`config.mk`:
```
export PLATFORM = sky130hd
export DESIGN_NAME = hpc_tx_pkt_arbiter
export DESIGN_NICKNAME = d
export VERILOG_FILES = /design/src/rtl/hpc_tx_pkt_arbiter.sv
export SDC_FILE = /design/constraint.sdc
export NUM_CORES = 1
export LEC_CHECK = 0
export ABC_CLOCK_PERIOD_IN_PS = 6500
export CELL_PAD_IN_SITES_DETAIL_PLACEMENT = 1
export CELL_PAD_IN_SITES_GLOBAL_PLACEMENT = 2
export CORE_AREA = 2 2 556 558
export CTS_CLUSTER_DIAMETER = 80
export DETAILED_ROUTE_END_ITERATION = 7
export DIE_AREA = 0 0 558 560
export PLACE_DENSITY = 0.34
export SETUP_SLACK_MARGIN = 0.5
export SLEW_MARGIN = 10
export SYNTH_ARGS = -nofsm -noshare
export SYNTH_HDL_FRONTEND = slang
export SYNTH_SLANG_ARGS = --single-unit
```
`constraint.sdc`:
```
create_clock -name clk -period 6.5 [get_ports clk]
set_input_delay 1.3 -clock clk [delete_from_list [all_inputs] [get_ports clk]]
set_output_delay 1.3 -clock clk [all_outputs]
set_load 0.05 [all_outputs]
```
`src/rtl/hpc_tx_pkt_arbiter.sv`:
```
// Packet-granular round-robin arbiter for the shared 256-bit HPC TX AXIS link.
// The grant is locked for a whole packet, and the datapath is a zero-latency mux once granted.
module hpc_tx_pkt_arbiter #(
  parameter int NUM_SRC = 4,
  parameter int DATA_W  = 256,
  parameter int KEEP_W  = 5,
  parameter int USER_W  = 7,
  parameter int CNT_W   = 16
) (
  input  logic                      clk,
  input  logic                      rst,
  input  logic [NUM_SRC-1:0]        iv_src_valid,
  input  logic [NUM_SRC-1:0]        iv_src_last,
  input  logic [NUM_SRC-1:0]        iv_src_start,
  input  logic [NUM_SRC*DATA_W-1:0] iv_src_data,
  input  logic [NUM_SRC*KEEP_W-1:0] iv_src_keep,
  input  logic [NUM_SRC*USER_W-1:0] iv_src_user,
  output logic [NUM_SRC-1:0]        ov_src_ready,
  output logic                      o_tx_valid,
  output logic                      o_tx_last,
  output logic                      o_tx_start,
  output logic [DATA_W-1:0]         ov_tx_data,
  output logic [KEEP_W-1:0]         ov_tx_keep,
  output logic [USER_W-1:0]         ov_tx_user,
  input  logic                      i_tx_ready,
  output logic [NUM_SRC-1:0]        ov_grant,
  output logic [NUM_SRC-1:0]        ov_proto_err,
  output logic [NUM_SRC*CNT_W-1:0]  ov_pkt_cnt
);

  localparam int PTR_W = (NUM_SRC > 1) ? $clog2(NUM_SRC) : 1;

  typedef enum logic {IDLE, LOCK} state_e;

  state_e             state_q, state_d;
  logic [NUM_SRC-1:0] grant_q, grant_d;
  logic [NUM_SRC-1:0] err_q, err_d;
  logic [PTR_W-1:0]   ptr_q, ptr_d;
  logic               mid_q, mid_d;
  logic [CNT_W-1:0]   cnt_q [NUM_SRC];
  logic [CNT_W-1:0]   cnt_d [NUM_SRC];

  logic [NUM_SRC-1:0] req;
  logic [PTR_W-1:0]   gidx;
  logic [PTR_W-1:0]   pick;
  logic               found;
  logic               accept;

  assign req = iv_src_valid & iv_src_start;

  always_comb begin
    gidx = '0;
    for (int unsigned i = 0; i < NUM_SRC; i++) begin
      if (grant_q[i]) gidx = PTR_W'(i);
    end
  end

  // Scan starts one past the last-served source so the previous winner gets lowest priority.
  always_comb begin
    int unsigned idx;
    found = 1'b0;
    pick  = '0;
    idx   = 0;
    for (int unsigned k = 1; k <= NUM_SRC; k++) begin
      idx = (32'(ptr_q) + k) % NUM_SRC;
      if (!found && req[idx]) begin
        found = 1'b1;
        pick  = PTR_W'(idx);
      end
    end
  end

  always_comb begin
    state_d      = state_q;
    grant_d      = grant_q;
    ptr_d        = ptr_q;
    mid_d        = mid_q;
    err_d        = err_q;
    cnt_d        = cnt_q;
    ov_src_ready = '0;
    o_tx_valid   = 1'b0;
    o_tx_last    = 1'b0;
    o_tx_start   = 1'b0;
    ov_tx_data   = '0;
    ov_tx_keep   = '0;
    ov_tx_user   = '0;
    accept       = 1'b0;
    case (state_q)
      IDLE: begin
        err_d = err_q | (iv_src_valid & ~iv_src_start);
        if (found) begin
          grant_d = NUM_SRC'(1) << pick;
          mid_d   = 1'b0;
          state_d = LOCK;
        end
      end
      LOCK: begin
        o_tx_valid   = iv_src_valid[gidx];
        o_tx_last    = iv_src_last[gidx];
        o_tx_start   = iv_src_start[gidx];
        ov_tx_data   = iv_src_data[32'(gidx)*DATA_W +: DATA_W];
        ov_tx_keep   = iv_src_keep[32'(gidx)*KEEP_W +: KEEP_W];
        ov_tx_user   = iv_src_user[32'(gidx)*USER_W +: USER_W];
        ov_src_ready = grant_q & {NUM_SRC{i_tx_ready}};
        accept       = o_tx_valid && i_tx_ready;
        // mid_q marks that at least one beat of this packet has gone out
        if (iv_src_valid[gidx] && iv_src_start[gidx] && mid_q) err_d[gidx] = 1'b1;
        if (accept) begin
          if (o_tx_last) begin
            state_d     = IDLE;
            grant_d     = '0;
            ptr_d       = gidx;
            cnt_d[gidx] = cnt_q[gidx] + CNT_W'(1);
          end else begin
            mid_d = 1'b1;
          end
        end
      end
      default: state_d = IDLE;
    endcase
  end

  always_ff @(posedge clk or posedge rst) begin
    if (rst) begin
      state_q <= IDLE;
      grant_q <= '0;
      err_q   <= '0;
      ptr_q   <= PTR_W'(NUM_SRC - 1);
      mid_q   <= 1'b0;
      for (int unsigned i = 0; i < NUM_SRC; i++) cnt_q[i] <= '0;
    end else begin
      state_q <= state_d;
      grant_q <= grant_d;
      err_q   <= err_d;
      ptr_q   <= ptr_d;
      mid_q   <= mid_d;
      cnt_q   <= cnt_d;
    end
  end

  assign ov_grant     = grant_q;
  assign ov_proto_err = err_q;

  for (genvar i = 0; i < NUM_SRC; i++) begin : g_cnt
    assign ov_pkt_cnt[i*CNT_W +: CNT_W] = cnt_q[i];
  end

endmodule

```
==> impl_metrics.yaml <==
synth:
  async_s_r_ff_share_synth: 1.00
  ys_warns: 0
  flops_latches_synth: 76
  post_synth_instance_area_sq_um: 13900
  yosys_most_used_dff: "sky130_fd_sc_hd__dfrtp_1"
  synth_seq_area_share: 0.137
  synth.net_count: 3275
  synth_top_area_frac: 0.205
  syn-mean-instance-area_sq_um: 6.34
  synth_area_leaders: "sky130_fd_sc_hd__mux2i_1 20%, sky130_fd_sc_hd__dfrtp_1 13%, sky130_fd_sc_hd__and2_1 12%"
  synth_top_cell_by_area: "sky130_fd_sc_hd__mux2i_1"
  synth-edff-count: 0
  syn_inst: 2187
  number_of_distinct_library_cells_after_synthesis: 58
global_routing:
  grt_antenna_before_repair: 114
  globalRouteTotalUtil: 0.128
  via_count_of_the_first_global_routing_pass: 23100
  grt_start_max_net_pins: 118
  globalRouteOverflowTotal: 0
  grt_first_pass_wirelength_um: 260000
floorplan:
  fp.coreArea_sq_um: 307000
  design.portCount: 1434
  rows: 204
  effective_utilization_at_floorplan: 0.0452
  fp.dieW_um: 558
  die_height_um: 560
  die_area_sq_um: 312000
sta:
  finalHoldViolations: 0
  crit_share_post_route: 0.845
  clock_skew_ns: 0.0129
  final-setup-viol-count: 0
  total_neg_setup_slack_ns: 0
  hold-worst-slack_ns: 0.498
  timing.final.max_slew_violations: 0
  rsz0062_at_grt: "false"
  final.min_clock_period_ns: 5.49
  fmax_mhz: 182
  worst_slew_margin_rel: 0.227
  worstMarginPinSlew_ns: 1.16
job:
  drv_cap: 0
cts:
  htree_levels: 3
  numCtsBuffers: 9
  clk-insertion-delay-late_ns: 0.37
  post_cts.repair.setup_buffers: 0
  tritoncts: "built"
  cell_chosen_for_the_clock_root: "sky130_fd_sc_hd__clkbuf_16"
  postCtsResizedCells: 0
  path_clk_slew_ns: 0.07
  clock_sink_count: 76
  clk_path_buf_depth: 2
  postCtsHoldBufs: 0
power:
  power-per-cell-area_nw_per_um2: 575
  p_leak_uw: 0.0109
  vdd.ir_drop.worst_uv: 241
critical_path:
  worst_ep_arrival_time_ns: 4.19
  worst_setup_path_start_kind: "flop"
  critPathRequiredTime_ns: 5.20
  critPathMaxFanout: 23
  setup.worst_path.class: "flop to output port"
  worst_setup_end_kind: "output port"
place:
  final_gp_congestion: 0.804
  io_buffer_count: 1433
  place.detailed.hpwl_um: 188000
min_path:
  hold_class: "flop to flop"
routing:
  number_of_nets_with_antenna_violations_after_routing: 0
  post-route-drc-count: 0
  route.detailed.vias_per_inst: 2.80
  drt_first_iter_violations: 884
  vias: 21500
  routed_wl_um: 209000
  wl_per_cell_um: 27.2
  drt_pre_antenna_iters: 4
status:
  run_status: "finished, final reports clean"
layout:
  layout.nets: 4587
  finish.utilization: 0.110
  final_layout_size_suffix_gt1_frac: 0.0477
  nFillCells: 36700
  layout_overhead_on_the_synthesized_area_pct: 143
==> critical path, stage by stage, from the launching register on <==
cell,delay [ns]
sky130_fd_sc_hd__dfrtp_4,0.69
sky130_fd_sc_hd__buf_4,0.49
sky130_fd_sc_hd__mux2i_1,0.27
sky130_fd_sc_hd__nor2_1,0.07
sky130_fd_sc_hd__a21oi_1,0.58
sky130_fd_sc_hd__o21ai_0,0.54
sky130_fd_sc_hd__and2_1,0.34
sky130_fd_sc_hd__clkdlybuf4s50_1,0.75
==> cell usage after synthesis (all sizes together) (3+ instances only) <==
cell,instances
dfrtp,74
nor2b,18
a221oi,5
nor2,299
inv,6
clkbuf,140
a211oi,3
nand4,3
a21oi,294
nor3b,6
and2,272
o21ai,283
nor3,4
a211o,3
xor2,3
mux2i,284
xnor2,9
a21o,5
o211ai,4
nor4,3
nand2,310
nand3,13
o2bb2ai,4
or2,3
mux2,42
buf,59
a31o,8
==> state kept, by name (all words and copies together), names as in the netlist <==
name and flops:
ov_grant 4, ptr_q 2, state_q 1, ov_proto_err 4
ov_pkt_cnt 64, mid_q 1
==> cell families (layout without fill, tap and decap cells) <==
logic type	count (synthesis)	in the layout	synth area share
compound gates	625	625	0.239
xor+xnor	12	12	0.00758
fa+ha+maj	1	1	0.000902
buf+inv	205	1522	0.0602
flops	76	76	0.137
mux	326	326	0.239
other cells	0	48	0
simple gates	942	942	0.316
==> worst paths after layout <==
check / slack (ns) / start / to / depth (start not counted)
min reg2reg: 0.50 / ov_proto_err[2] / ov_proto_err[2] / 1
max reg2reg: 2.42 / ov_grant[3] / ov_pkt_cnt[11] / 8
min: 0.50 / ov_proto_err[2] / ov_proto_err[2] / 1
max in group asynchronous: 3.92 / rst / ov_pkt_cnt[47] / 3
max: 1.01 / ov_grant[1] / ov_tx_data[10] / 7
min in group asynchronous: 1.40 / rst / ov_proto_err[3] / 2
==> through the flow <==
stage | power, uW | instance area [sq um] | setup slack, ns | instances
after CTS | 20200 | 33600 | 0.769 | 7624
after global routing | 20700 | 33600 | 0.700 | 7634
final | 19400 | 33700 | 1.01 | 7672
after global placement | 19500 | 33300 | 0.897 | 7608
after detailed placement | 19600 | 33300 | 0.907 | 7608
after floorplan | 10600 | 13900 | 2.40 | 2187
==> area by class of cell <==
class	instances	area (sq um)	area share
timing repair buffer	1500	15000	0.445
multi-input combinational	1906	11200	0.331
tap	4120	5150	0.153
sequential	76	1920	0.0569
clock buffer	10	239	0.00709
antenna	48	120	0.00356
clock inverter	6	93.8	0.00278
inverter	6	26.3	0.000779
==> cells in the final DEF (no fill, tap or decap), types with 5 or more instances in the layout <==
master,synthesis,final
sky130_fd_sc_hd__xnor2_1,9,9
sky130_fd_sc_hd__nand2_1,310,310
sky130_fd_sc_hd__nor2b_1,18,18
sky130_fd_sc_hd__nor3b_1,6,6
sky130_fd_sc_hd__nand3_1,12,12
sky130_fd_sc_hd__a21o_1,5,5
sky130_fd_sc_hd__a21oi_1,294,294
sky130_fd_sc_hd__clkbuf_16,0,9
sky130_fd_sc_hd__buf_4,1,64
sky130_fd_sc_hd__o21ai_0,283,283
sky130_fd_sc_hd__nor2_1,299,298
sky130_fd_sc_hd__mux2_2,42,42
sky130_fd_sc_hd__and2_1,272,272
sky130_fd_sc_hd__clkdlybuf4s50_1,0,1420
sky130_fd_sc_hd__diode_2,0,48
sky130_fd_sc_hd__dfrtp_1,74,70
sky130_fd_sc_hd__buf_12,0,16
sky130_fd_sc_hd__mux2i_1,284,284
==> power by group <==
group / internal [uW] / switching, uW
Sequential: 638 / 360
Combinational: 5310 / 12500
Clock: 352 / 264
Total: 6300 / 13100
==> metal layers <==
| layer | wire (um) | up-vias | global-route usage | part of all wire |
|---|---|---|---|---|
| li1 | - | 10200 | - | - |
| met1 | 80600 | 10100 | 0.139 | 0.39 |
| met2 | 103000 | 986 | 0.229 | 0.49 |
| met3 | 22700 | 158 | 0.0606 | 0.11 |
| met4 | 2200 | 50 | 0.0133 | 0.011 |
| met5 | 326 | - | 0 | 0.0016 |
(Power assumes the default switching activity.)
